### src/rtl/rr_mux_arb.sv
// Four-requester round-robin arbiter that also multiplexes the owner's data bus onto Y.
// Define RR_MUX_ARB_TIMEOUT_EN to bound how long one owner can hold the grant.
module rr_mux_arb #(
    parameter int unsigned WIDTH   = 32,
    parameter int unsigned TIMEOUT = 16
) (
    input  logic             clk,
    input  logic             reset_n,
    input  logic [3:0]       Req,
    input  logic [3:0]       Last,
    input  logic [WIDTH-1:0] D0,
    input  logic [WIDTH-1:0] D1,
    input  logic [WIDTH-1:0] D2,
    input  logic [WIDTH-1:0] D3,
    output logic [3:0]       Grant,
    output logic [1:0]       Sel,
    output logic [WIDTH-1:0] Y,
    output logic             Valid,
    output logic             TimeoutErr
);

    typedef enum logic {
        IDLE = 1'b0,
        BUSY = 1'b1
    } state_t;

    if ((TIMEOUT < 2) || (TIMEOUT > 65535)) begin : g_bad_timeout
        $error("rr_mux_arb: TIMEOUT must be in 2..65535");
    end

    state_t     state;
    state_t     state_nxt;
    logic [1:0] sel_nxt;
    logic [3:0] grant_nxt;
    logic [1:0] winner;
    logic       any_req;
    logic       normal_rel;
    logic       abandon;
    logic       release_now;

`ifdef RR_MUX_ARB_TIMEOUT_EN
    localparam int unsigned CNT_W = 16;
    logic [CNT_W-1:0] cnt;
    logic [CNT_W-1:0] cnt_nxt;
    logic             timeout_hit;
`endif

    assign any_req = |Req;

    // Search starts at Sel+1 and wraps; k=4 revisits Sel last so the owner has lowest priority.
    always_comb begin
        winner = Sel;
        for (int k = 4; k >= 1; k--) begin
            if (Req[Sel + 2'(k)]) begin
                winner = Sel + 2'(k);
            end
        end
    end

    // Next-state logic
    always_comb begin
        state_nxt   = state;
        sel_nxt     = Sel;
        normal_rel  = 1'b0;
        abandon     = 1'b0;
        release_now = 1'b0;
`ifdef RR_MUX_ARB_TIMEOUT_EN
        cnt_nxt     = cnt;
        timeout_hit = 1'b0;
`endif
        case (state)
            IDLE: begin
                if (any_req) begin
                    state_nxt = BUSY;
                    sel_nxt   = winner;
`ifdef RR_MUX_ARB_TIMEOUT_EN
                    cnt_nxt   = '0;
`endif
                end
            end
            BUSY: begin
                normal_rel  = Req[Sel] & Last[Sel];
                abandon     = ~Req[Sel];
`ifdef RR_MUX_ARB_TIMEOUT_EN
                timeout_hit = ~normal_rel & ~abandon & (cnt == CNT_W'(TIMEOUT - 1));
                release_now = normal_rel | abandon | timeout_hit;
`else
                release_now = normal_rel | abandon;
`endif
                if (release_now) begin
                    if (any_req) begin
                        sel_nxt = winner;
                    end else begin
                        state_nxt = IDLE;
                    end
`ifdef RR_MUX_ARB_TIMEOUT_EN
                    cnt_nxt = '0;
                end else begin
                    cnt_nxt = cnt + CNT_W'(1);
`endif
                end
            end
            default: state_nxt = IDLE;
        endcase
    end

    // Registered grant follows the next owner index
    always_comb begin
        grant_nxt = 4'b0000;
        if (state_nxt == BUSY) begin
            grant_nxt = 4'(4'b0001 << sel_nxt);
        end
    end

    // State register
    always_ff @(posedge clk) begin
        if (!reset_n) begin
            state <= IDLE;
            Sel   <= 2'b11;
            Grant <= 4'b0000;
        end else begin
            state <= state_nxt;
            Sel   <= sel_nxt;
            Grant <= grant_nxt;
        end
    end

`ifdef RR_MUX_ARB_TIMEOUT_EN
    always_ff @(posedge clk) begin
        if (!reset_n) begin
            cnt        <= '0;
            TimeoutErr <= 1'b0;
        end else begin
            cnt        <= cnt_nxt;
            TimeoutErr <= timeout_hit;
        end
    end
`else
    assign TimeoutErr = 1'b0;
`endif

    // Data path: owner's bus when it is presenting a beat, zero otherwise
    always_comb begin
        Valid = (state == BUSY) & Req[Sel];
        Y     = '0;
        if (Valid) begin
            case (Sel)
                2'd0:    Y = D0;
                2'd1:    Y = D1;
                2'd2:    Y = D2;
                default: Y = D3;
            endcase
        end
    end

endmodule

### config.mk
export PLATFORM = sky130hd
export DESIGN_NAME = rr_mux_arb
export DESIGN_NICKNAME = d
export VERILOG_FILES = /design/src/rtl/rr_mux_arb.sv
export SDC_FILE = /design/constraint.sdc
export NUM_CORES = 1
export LEC_CHECK = 0
export ABC_AREA = 1
export CAP_MARGIN = 20
export CORE_MARGIN = 1
export CORE_UTILIZATION = 32
export CTS_CLUSTER_SIZE = 30
export DETAILED_ROUTE_END_ITERATION = 6
export GPL_ROUTABILITY_DRIVEN = 0
export GPL_TIMING_DRIVEN = 0
export PLACE_DENSITY = 0.95
export SLEW_MARGIN = 0
export SYNTH_ARGS = -nofsm -noshare
export SYNTH_HDL_FRONTEND = slang
export SYNTH_SLANG_ARGS = --single-unit
### constraint.sdc
create_clock -name clk -period 3.45 [get_ports clk]
set_clock_uncertainty 0.15 [all_clocks]
set_input_delay 0.69 -clock clk [delete_from_list [all_inputs] [get_ports clk]]
set_output_delay 0.69 -clock clk [all_outputs]
set_load 0.02 [all_outputs]
# Word-level counts from Yosys, hierarchy flattened
# Cells that the tools add are included.
totals:
  regBits: 7
  output_inout_bits: 40
  wordCells: 42
op_classes:
  addsub: 3
  n_lt_le_gt_ge: 4
  n_eq_ne: 2
  n_shift: 1
  n_mux: 21
  bitwise: 5
  n_reduce_logical: 3
ops:
  columns: ["operator", "n"]
  rows:
  - ["$pmux W32 S3", 1]
  - ["$mux W32", 1]
  - ["$lt A2 B3 Y1 const B", 4]
  - ["$bmux W1 S2", 5]
  - ["$mux W2", 5]
  - ["$mux W1", 7]
  - ["$add A2 B2 Y2 const B", 2]
  - ["$pmux W2 S2", 1]
  - ["$reduce_or A4 Y1", 1]
  - ["$shl A1 B2 Y4 const A", 1]
  - ["$add A2 B1 Y2 const B", 1]
  - ["$and A1 B1 Y1", 2]
  - ["$eq A2 B1 Y1 const B", 1]
  - ["$eq A2 B2 Y1 const B", 1]
  - ["$logic_not A2 Y1", 1]
  - ["$not A1 Y1", 2]
  - ["$pmux W1 S2", 1]
  - ["$reduce_and A2 Y1", 1]
  - ["$or A1 B1 Y1", 1]

# Logic depth before layout (Yosys ltp)
# Gate-level depths: netlist (run 1).
depth:
  depth_word: 10
  ltp_mapped: 13
  depth_no_buf: 12

# Worst setup path before layout (run 1)
# Ideal clock, no wire load.
synth_timing:
  kind: "flip-flop to output port"
  startpoint: "register Sel[1]"
  endpoint: "output port Y[1]"
  arrival_time_ns: 1.712
  required_ns: 2.610
  slack_ns: 0.898
  stages_incl_launch_ff: 6
  cell_sequence: "dfxtp_1 ha_1 clkbuf_1 clkbuf_1 a21oi_1 a31oi_1"
synth_via:
  elab_chain_cells: 4
  elab_cells_between_ends: 8
  cone_classes: "2 x eq/ne; 4 x mux; 1 x bitwise; 1 x reduce/logical"
synth_rtl:
  columns: ["element", "line_no", "rtl"]
  rows:
  - ["start, declared", "16", "output logic [1:0] Sel,"]
  - ["start signal, assigned", "123", "Sel <= sel_nxt;"]
  - ["$bmux W1 S2", "144", "Valid = (state == BUSY) & Req[Sel];"]
  - ["$mux W1 (implied by the code)", "144", null]
  - ["$and A1 B1 Y1", "144", null]
  - ["$mux W32 (*)", "146", "if (Valid) begin"]
  - ["end, declared", "17", "output logic [WIDTH-1:0] Y,"]
# Every way passes the cells marked *; elsewhere a longest branch is shown, timed or not. The select of a mux whose other input is x is not followed.

# Final worst setup path (run 1)
layout_timing:
  startpoint: "input port Req[3]"
  endpoint: "output port Valid"
layout_via:
  elab_chain_cells: 3
layout_rtl:
  columns: ["element", "line_no", "rtl"]
  rows:
  - ["start, declared", "9", "input logic [3:0] Req,"]
  - ["$bmux W1 S2", "144", null]
  - ["$mux W1 (implied by the code)", "144", null]
  - ["$and A1 B1 Y1", "144", null]
  - ["end, declared", "18", "output logic Valid,"]
# Every way passes these cells. The select of a mux whose other input is x is not followed.

==> out/summary.txt, run 1 <==
Placed Instance Area -> 3570 µm²
Antenna violations before repair -> 0
Final HPWL DP -> 6290 µm
Status -> finished, final reports clean
Most frequent cells in the layout -> 144 x sky130_fd_sc_hd__clkdlybuf4s50_1, 95 x sky130_fd_sc_hd__nand2_1, 32 x sky130_fd_sc_hd__a21oi_1
Global-route usage over all layers -> 25.2%
Proportion of layout cells with a drive suffix above 1 -> 18.0%
Number of DRC violations after detailed routing -> 0
Setup repair after global routing missed its margin -> no
Cell type group with the largest total delay on the critical path -> buffers and inverters
TritonCTS clock tree -> yes
Worst Setup Slack post-DPL -> -106 ps
Finish-stage setup viols -> 0
Synthesized instance count -> 264
# placed instances -> 510
Crit path largest cell delay -> 610 ps
Worst Setup Start Kind -> input port
Critical path depth in cells -> 9
Number of cells in the finished layout apart from fillers -> 514
Average wire length per cell after detail routing -> 14.9 µm
Number of nets in the layout -> 587
Row Count -> 26
Ranking of synthesized cells by area -> sky130_fd_sc_hd__a31oi_2 21%, sky130_fd_sc_hd__nand2_1 21%, sky130_fd_sc_hd__o21ai_2 15%
Worst rel slew slack -> 65.7%
Cell depth of the worst flop-to-flop path -> 12
Static power due to leakage -> 1.46 nW
Quantity of hold-fixing buffers added after cts -> 0
Crit end category -> primary output
Clock latency at the later pin of the worst-skew pair -> 220 ps
Total Die Area -> 5680 µm²
Per-cell via count in the routed design -> 4.94
Yosys top cell area share -> 21.1%
Overflow left after global routing -> 0
Antenna-violating nets left -> 0
X dimension of the die -> 75.4 µm
Shortest clock period the worst path allows after layout -> 3280 ps
Largest net degree at the start of global routing -> 11
Path class of the lowest-slack min-delay path -> flip-flop to flip-flop
Post-route setup TNS -> 0 ps
Boundary pin count -> 178
Cell area after synthesis -> 1720 µm²
Clock network fraction of design power -> 5.4%
Average footprint of a synthesized cell -> 6.53 µm²
Final worst setup slack -> 168 ps
Fraction of power spent switching nets -> 56.3%
Worst voltage drop across the vdd grid -> 0.423 mV
Max-capacitance violation count -> 0
Filler cell count -> 434
Unique cell type count in the Yosys netlist -> 29
Number of violations reported at the end of detailed-routing iteration 0 -> 62
Worst Hold Path Cells -> 3
Fmax achieved -> 305 MHz
H-Tree Level Count -> 1
Sequential cell area -> 140 µm²
Area of the placeable core -> 5140 µm²
Cell breakdown of the critical path -> clkdlybuf4s50_1, inv_1, nand2_1, nand3_2, nand2_2, nand2_2, inv_4, buf_12, clkdlybuf4s50_1
First-pass iteration count of the detailed router -> 4
Worst-path maximum fanout -> 10
Flip-flop and latch count after synthesis -> 7
Transition at the pin with the smallest max-transition slack -> 514 ps
Final non-filler cell area -> 3590 µm²
Register clock-pin slew on the reported worst setup and hold paths -> 40 ps
Sequential fraction of the synthesis area -> 8.13%
Wire length after detailed routing -> 7660 µm
Diode insertion count for antenna repair -> 0
# clock sinks -> 7
Fin crit share -> 95.1%
Post-Synthesis Net Count -> 406
Maximum buffer depth of the clock tree -> 2
Req. time, crit path -> 2610 ps
Area of the multi-input gates -> 1380 µm²
Synthesis Warnings -> 0
Count of vias placed by the detailed router -> 2537
Vertical die dimension -> 75.4 µm
Initial standard-cell utilization of the core -> 33.5%
Cell type with the highest aggregate area in the netlist -> sky130_fd_sc_hd__a31oi_2
Combinational cell fraction of total power -> 87.9%
Most common library cell in the layout ignoring fill and taps -> sky130_fd_sc_hd__clkdlybuf4s50_1
Hold Worst Slack -> 531 ps
Final count of hold timing violations -> 0
Number of buffers added by the clock tree synthesis step -> 3
Number of global-route vias before repair -> 2418
Buf/Inv on CP -> 5
Wire length of the first global-routing pass -> 11000 µm
Master of the slowest instance on the critical path -> sky130_fd_sc_hd__clkdlybuf4s50_1
Power density cells -> 579 nW/µm²
P_int -> 909 µW
Setup Crit Path Kind -> input port to primary output
Area Overhead vs Synth -> 108%
Max-slew violation count -> 0
Root buffer cell -> sky130_fd_sc_hd__clkbuf_8
Reg power frac -> 6.7%
WP data arrival -> 2440 ps
Switching power summed over all nets -> 1.17 mW
Number of port buffers -> 176
worst paths after layout:
check / startpoint / end / slack (ps)
min: state / Sel[1] / 530
min reg2reg: state / Sel[1] / 530
max reg2reg: Sel[1] / Sel[0] / 1490
max: Req[3] / Valid / 170
power groups by stage:
stage	clock network, mW	logic (mW)	registers (mW)
floorplan	0	1.19	0.169
global placement	0	1.87	0.140
detailed placement	0	1.90	0.139
CTS	0.115	1.83	0.139
global route	0.123	2.00	0.142
finish	0.112	1.83	0.139
tightest hold or removal path, cell delays in order (launching register included):
cell	delay (ps)
sky130_fd_sc_hd__dfxtp_1	330
sky130_fd_sc_hd__nand4_1	100
sky130_fd_sc_hd__nand3b_1	130
sky130_fd_sc_hd__nand3_1	90
metal layers:
layer,global-route usage [%],wire (µm),up-vias
met5,0,0,-
met3,8.33,799,20
met4,10.3,216,0
li1,-,-,1276
met2,45.7,3860,111
met1,27.0,2780,1130
sequential cells by signal, summed over array words and instances (netlist names):
name   flops
state      1
Sel        2
Grant      4
final cells by class:
cell class,instances,area share (%)
buffer,21,3.97
timing repair buffer,176,48.3
tap,70,2.44
clock buffer,4,1.26
inverter,15,1.78
multi-input combinational,221,38.4
sequential,7,3.91
metrics by stage:
stage | utilization, % | power, mW
after floorplan | - | 1.36
final | 69.8 | 2.08
after CTS | 69.7 | 2.09
after global placement | 69.5 | 2.01
after global routing | 69.8 | 2.27
after detailed placement | 69.5 | 2.04
kinds of logic (layout without fill, tap and decap cells):
group                    Yosys count  in the layout  share of synthesized area [%]
AO/OA/AOI/OAI                     97             97                           47.3
adder cells (fa/ha/maj)            4              4                           2.90
buffers and inverters             36            216                           12.0
flip-flops                         7              7                           8.13
other                              1              1                          0.218
AND/OR/NAND/NOR                  119            119                           29.4
cells in the mapped netlist:
cell type	instances
sky130_fd_sc_hd__nand3_1	8
sky130_fd_sc_hd__clkbuf_1	13
sky130_fd_sc_hd__nand2_4	1
sky130_fd_sc_hd__o21ai_1	1
sky130_fd_sc_hd__inv_2	2
sky130_fd_sc_hd__nand2_2	3
sky130_fd_sc_hd__clkbuf_2	2
sky130_fd_sc_hd__inv_6	1
sky130_fd_sc_hd__nand4_1	3
sky130_fd_sc_hd__dfxtp_1	7
sky130_fd_sc_hd__conb_1	1
sky130_fd_sc_hd__buf_4	1
sky130_fd_sc_hd__nor2_1	4
sky130_fd_sc_hd__nand2_1	95
sky130_fd_sc_hd__inv_1	11
sky130_fd_sc_hd__a31oi_2	29
sky130_fd_sc_hd__o21ai_2	29
sky130_fd_sc_hd__inv_4	1
sky130_fd_sc_hd__o21ai_0	3
sky130_fd_sc_hd__a31oi_1	3
sky130_fd_sc_hd__and2_1	1
sky130_fd_sc_hd__buf_2	1
sky130_fd_sc_hd__nand3_2	2
sky130_fd_sc_hd__a21oi_1	32
sky130_fd_sc_hd__buf_12	3
sky130_fd_sc_hd__buf_6	1
sky130_fd_sc_hd__nand3b_1	1
sky130_fd_sc_hd__nand4_2	1
sky130_fd_sc_hd__ha_1	4
what timing repair did:
item / CTS / global route
resized for setup: 29 / 3
buffers inserted: 0 / 0
setup endpoints to repair: 29 / 3
pin swaps: 0 / 0
No activity file was read; power rests on OpenSTA's default activity.
==> run 2, diff against run 1 <==
--- a/config.mk
+++ b/config.mk
@@ -8,12 +8,12 @@
 export ABC_AREA = 1
 export CAP_MARGIN = 20
 export CORE_MARGIN = 1
-export CORE_UTILIZATION = 32
+export CORE_UTILIZATION = 30
 export CTS_CLUSTER_SIZE = 30
 export DETAILED_ROUTE_END_ITERATION = 6
 export GPL_ROUTABILITY_DRIVEN = 0
 export GPL_TIMING_DRIVEN = 0
-export PLACE_DENSITY = 0.95
+export PLACE_DENSITY = 0.92
 export SLEW_MARGIN = 0
 export SYNTH_ARGS = -nofsm -noshare
 export SYNTH_HDL_FRONTEND = slang
==> constraint.sdc (replaced) <==
create_clock -name clk -period 3.5 [get_ports clk]
set_clock_uncertainty 0.15 [all_clocks]
set_input_delay 0.7 -clock clk [delete_from_list [all_inputs] [get_ports clk]]
set_output_delay 0.7 -clock clk [all_outputs]
set_load 0.02 [all_outputs]
==> run 2 against run 1 <==
Effect of this change:
- via count increased by 0.39%
- non-clock buffer count did not move
- critical path depth is the same
- register-to-register slack gained 30 ps
- first-iteration DRC count is 50% higher
- sequential cell count did not move
- count of clock-buffer cells in the layout stayed put
- combinational power barely moved
- die area is 6.5% higher
- setup slack improved by 37 ps
- worst hold slack better by 14 ps
- critical endpoint unchanged
==> out/summary.txt, run 2 (synthesis gave the netlist of run 1 again) <==
Status -> finished, final reports clean
Cell breakdown of the critical path -> clkdlybuf4s50_1, inv_1, nand2_1, nand3_2, nand2_2, nand2_2, inv_4, buf_12, clkdlybuf4s50_1
Fmax achieved -> 304 MHz
Per-cell via count in the routed design -> 4.94 (about the same)
Final HPWL DP -> 6410 µm (+1.9%)
Number of violations reported at the end of detailed-routing iteration 0 -> 93 (+50%)
Setup Crit Path Kind -> input port to primary output
Post-route setup TNS -> 0 ps (unchanged)
Number of buffers added by the clock tree synthesis step -> 3 (unchanged)
Final count of hold timing violations -> 0 (unchanged)
Largest register by flop count -> Grant
Global-route usage over all layers -> 24.8% (-0.45 points)
Most common library cell in the layout ignoring fill and taps -> sky130_fd_sc_hd__clkdlybuf4s50_1
Fin crit share -> 94.1%
Proportion of layout cells with a drive suffix above 1 -> 18.0% (unchanged)
Number of global-route vias before repair -> 2603 (+7.7%)
Worst voltage drop across the vdd grid -> 0.410 mV (-3.0%)
Req. time, crit path -> 2650 ps (+40 ps)
Number of nets in the layout -> 587 (unchanged)
TritonCTS clock tree -> yes
Hold Worst Slack -> 545 ps (+14.1 ps)
Wire length of the first global-routing pass -> 12200 µm (+11%)
Vertical die dimension -> 77.8 µm (+3.2%)
Antenna violations before repair -> 0 (unchanged)
X dimension of the die -> 77.8 µm (+3.2%)
Worst-path maximum fanout -> 10 (unchanged)
Root buffer cell -> sky130_fd_sc_hd__clkbuf_8
Antenna-violating nets left -> 0 (unchanged)
# clock sinks -> 7 (unchanged)
Crit path largest cell delay -> 610 ps (about the same)
Max-slew violation count -> 0 (unchanged)
H-Tree Level Count -> 1 (unchanged)
Average wire length per cell after detail routing -> 15.1 µm (+1.4%)
Overflow left after global routing -> 0 (unchanged)
Cell type group with the largest total delay on the critical path -> buffers and inverters
Worst Setup Start Kind -> input port
Most frequent cells in the layout -> 144 x sky130_fd_sc_hd__clkdlybuf4s50_1, 95 x sky130_fd_sc_hd__nand2_1, 32 x sky130_fd_sc_hd__a21oi_1
First-pass iteration count of the detailed router -> 4 (unchanged)
Row Count -> 27 (+3.8%)
Crit end category -> primary output
Number of port buffers -> 176 (unchanged)
Largest register FFs -> 4 (unchanged)
WP data arrival -> 2440 ps (about the same)
Area Overhead vs Synth -> 108% (about the same)
Maximum buffer depth of the clock tree -> 2 (unchanged)
Area of the placeable core -> 5510 µm² (+7.1%)
Number of DRC violations after detailed routing -> 0 (unchanged)
Clock latency at the later pin of the worst-skew pair -> 220 ps (about the same)
Buf/Inv on CP -> 5 (unchanged)
Area of the multi-input gates -> 1380 µm² (unchanged)
Path class of the lowest-slack min-delay path -> flip-flop to flip-flop
Filler cell count -> 484 (+12%)
Initial standard-cell utilization of the core -> 31.3% (-2.2 points)
Final worst setup slack -> 205 ps (+36.9 ps)
Largest net degree at the start of global routing -> 11 (unchanged)
Total Die Area -> 6050 µm² (+6.5%)
Finish-stage setup viols -> 0 (unchanged)
Power density cells -> 572 nW/µm² (-1.2%)
Wire length after detailed routing -> 7790 µm (+1.8%)
Setup repair after global routing missed its margin -> no
Worst Setup Slack post-DPL -> -63.4 ps (+42.1 ps)
Max-capacitance violation count -> 0 (unchanged)
Post-CTS setup buffer count -> 0 (unchanged)
Master of the slowest instance on the critical path -> sky130_fd_sc_hd__clkdlybuf4s50_1
Sequential cell area -> 140 µm² (unchanged)
Overall power of the completed layout -> 2.05 mW (-1.2%)
Diode insertion count for antenna repair -> 0 (unchanged)
Shortest clock period the worst path allows after layout -> 3290 ps
Count of vias placed by the detailed router -> 2547 (+0.39%)
Static power due to leakage -> 1.46 nW (unchanged)
Boundary pin count -> 178 (unchanged)
Regs by FF count -> Grant x4, Sel x2, state x1
Register clock-pin slew on the reported worst setup and hold paths -> 40 ps (about the same)
-- run 2: report_power, final --
part	leakage (nW)	switching (mW)	total (mW)	internal, mW
sequential	0.0580	0.0274	0.137	0.110
clock	0.0228	0.0317	0.110	0.0785
combinational	1.38	1.10	1.81	0.708
-- run 2: layer usage --
| metal | share of wire, % | GRT usage (%) | vias up |
|---|---|---|---|
| li1 | - | - | 1271 |
| met1 | 38 | 27.1 | 1156 |
| met2 | 53 | 47.8 | 108 |
| met3 | 7.3 | 5.41 | 12 |
| met4 | 1.3 | 5.85 | 0 |
| met5 | 0 | 0 | - |
-- run 2: what timing repair did --
action	CTS	global route
gates resized for setup	29	3
endpoints found under the setup margin	29	3
hold buffers	0	0
-- run 2: final cells by class --
class                      instances  share of cell area (%)
timing repair buffer             176                    48.3
inverter                          15                    1.78
sequential                         7                    3.90
clock buffer                       4                    1.25
buffer                            21                    3.97
tap                               72                    2.51
multi-input combinational        221                    38.3
-- run 2: path summary, 6_finish.rpt --
path,start,to,slack [ps],cells after the start
worst max-delay path,Req[1],Valid,210,9
worst max register to register,Sel[1],Sel[0],1520,12
worst min-delay path,state,Sel[1],550,3
worst min register to register,state,Sel[1],550,3
-- run 2: worst min-delay path, stage by stage, from the launching register on --
cell and delay, ps:
sky130_fd_sc_hd__dfxtp_1 340, sky130_fd_sc_hd__nand4_1 110, sky130_fd_sc_hd__nand3b_1 130, sky130_fd_sc_hd__nand3_1 90
-- run 2: stage by stage --
stage          instance area (µm²)  instances  util [%]
2_1_floorplan                 1720        264         -
3_3_place_gp                  3570        512      64.9
3_5_place_dp                  3570        512      64.9
4_1_cts                       3580        516      65.1
5_1_grt                       3590        516      65.2
6_report                      3590        516      65.2
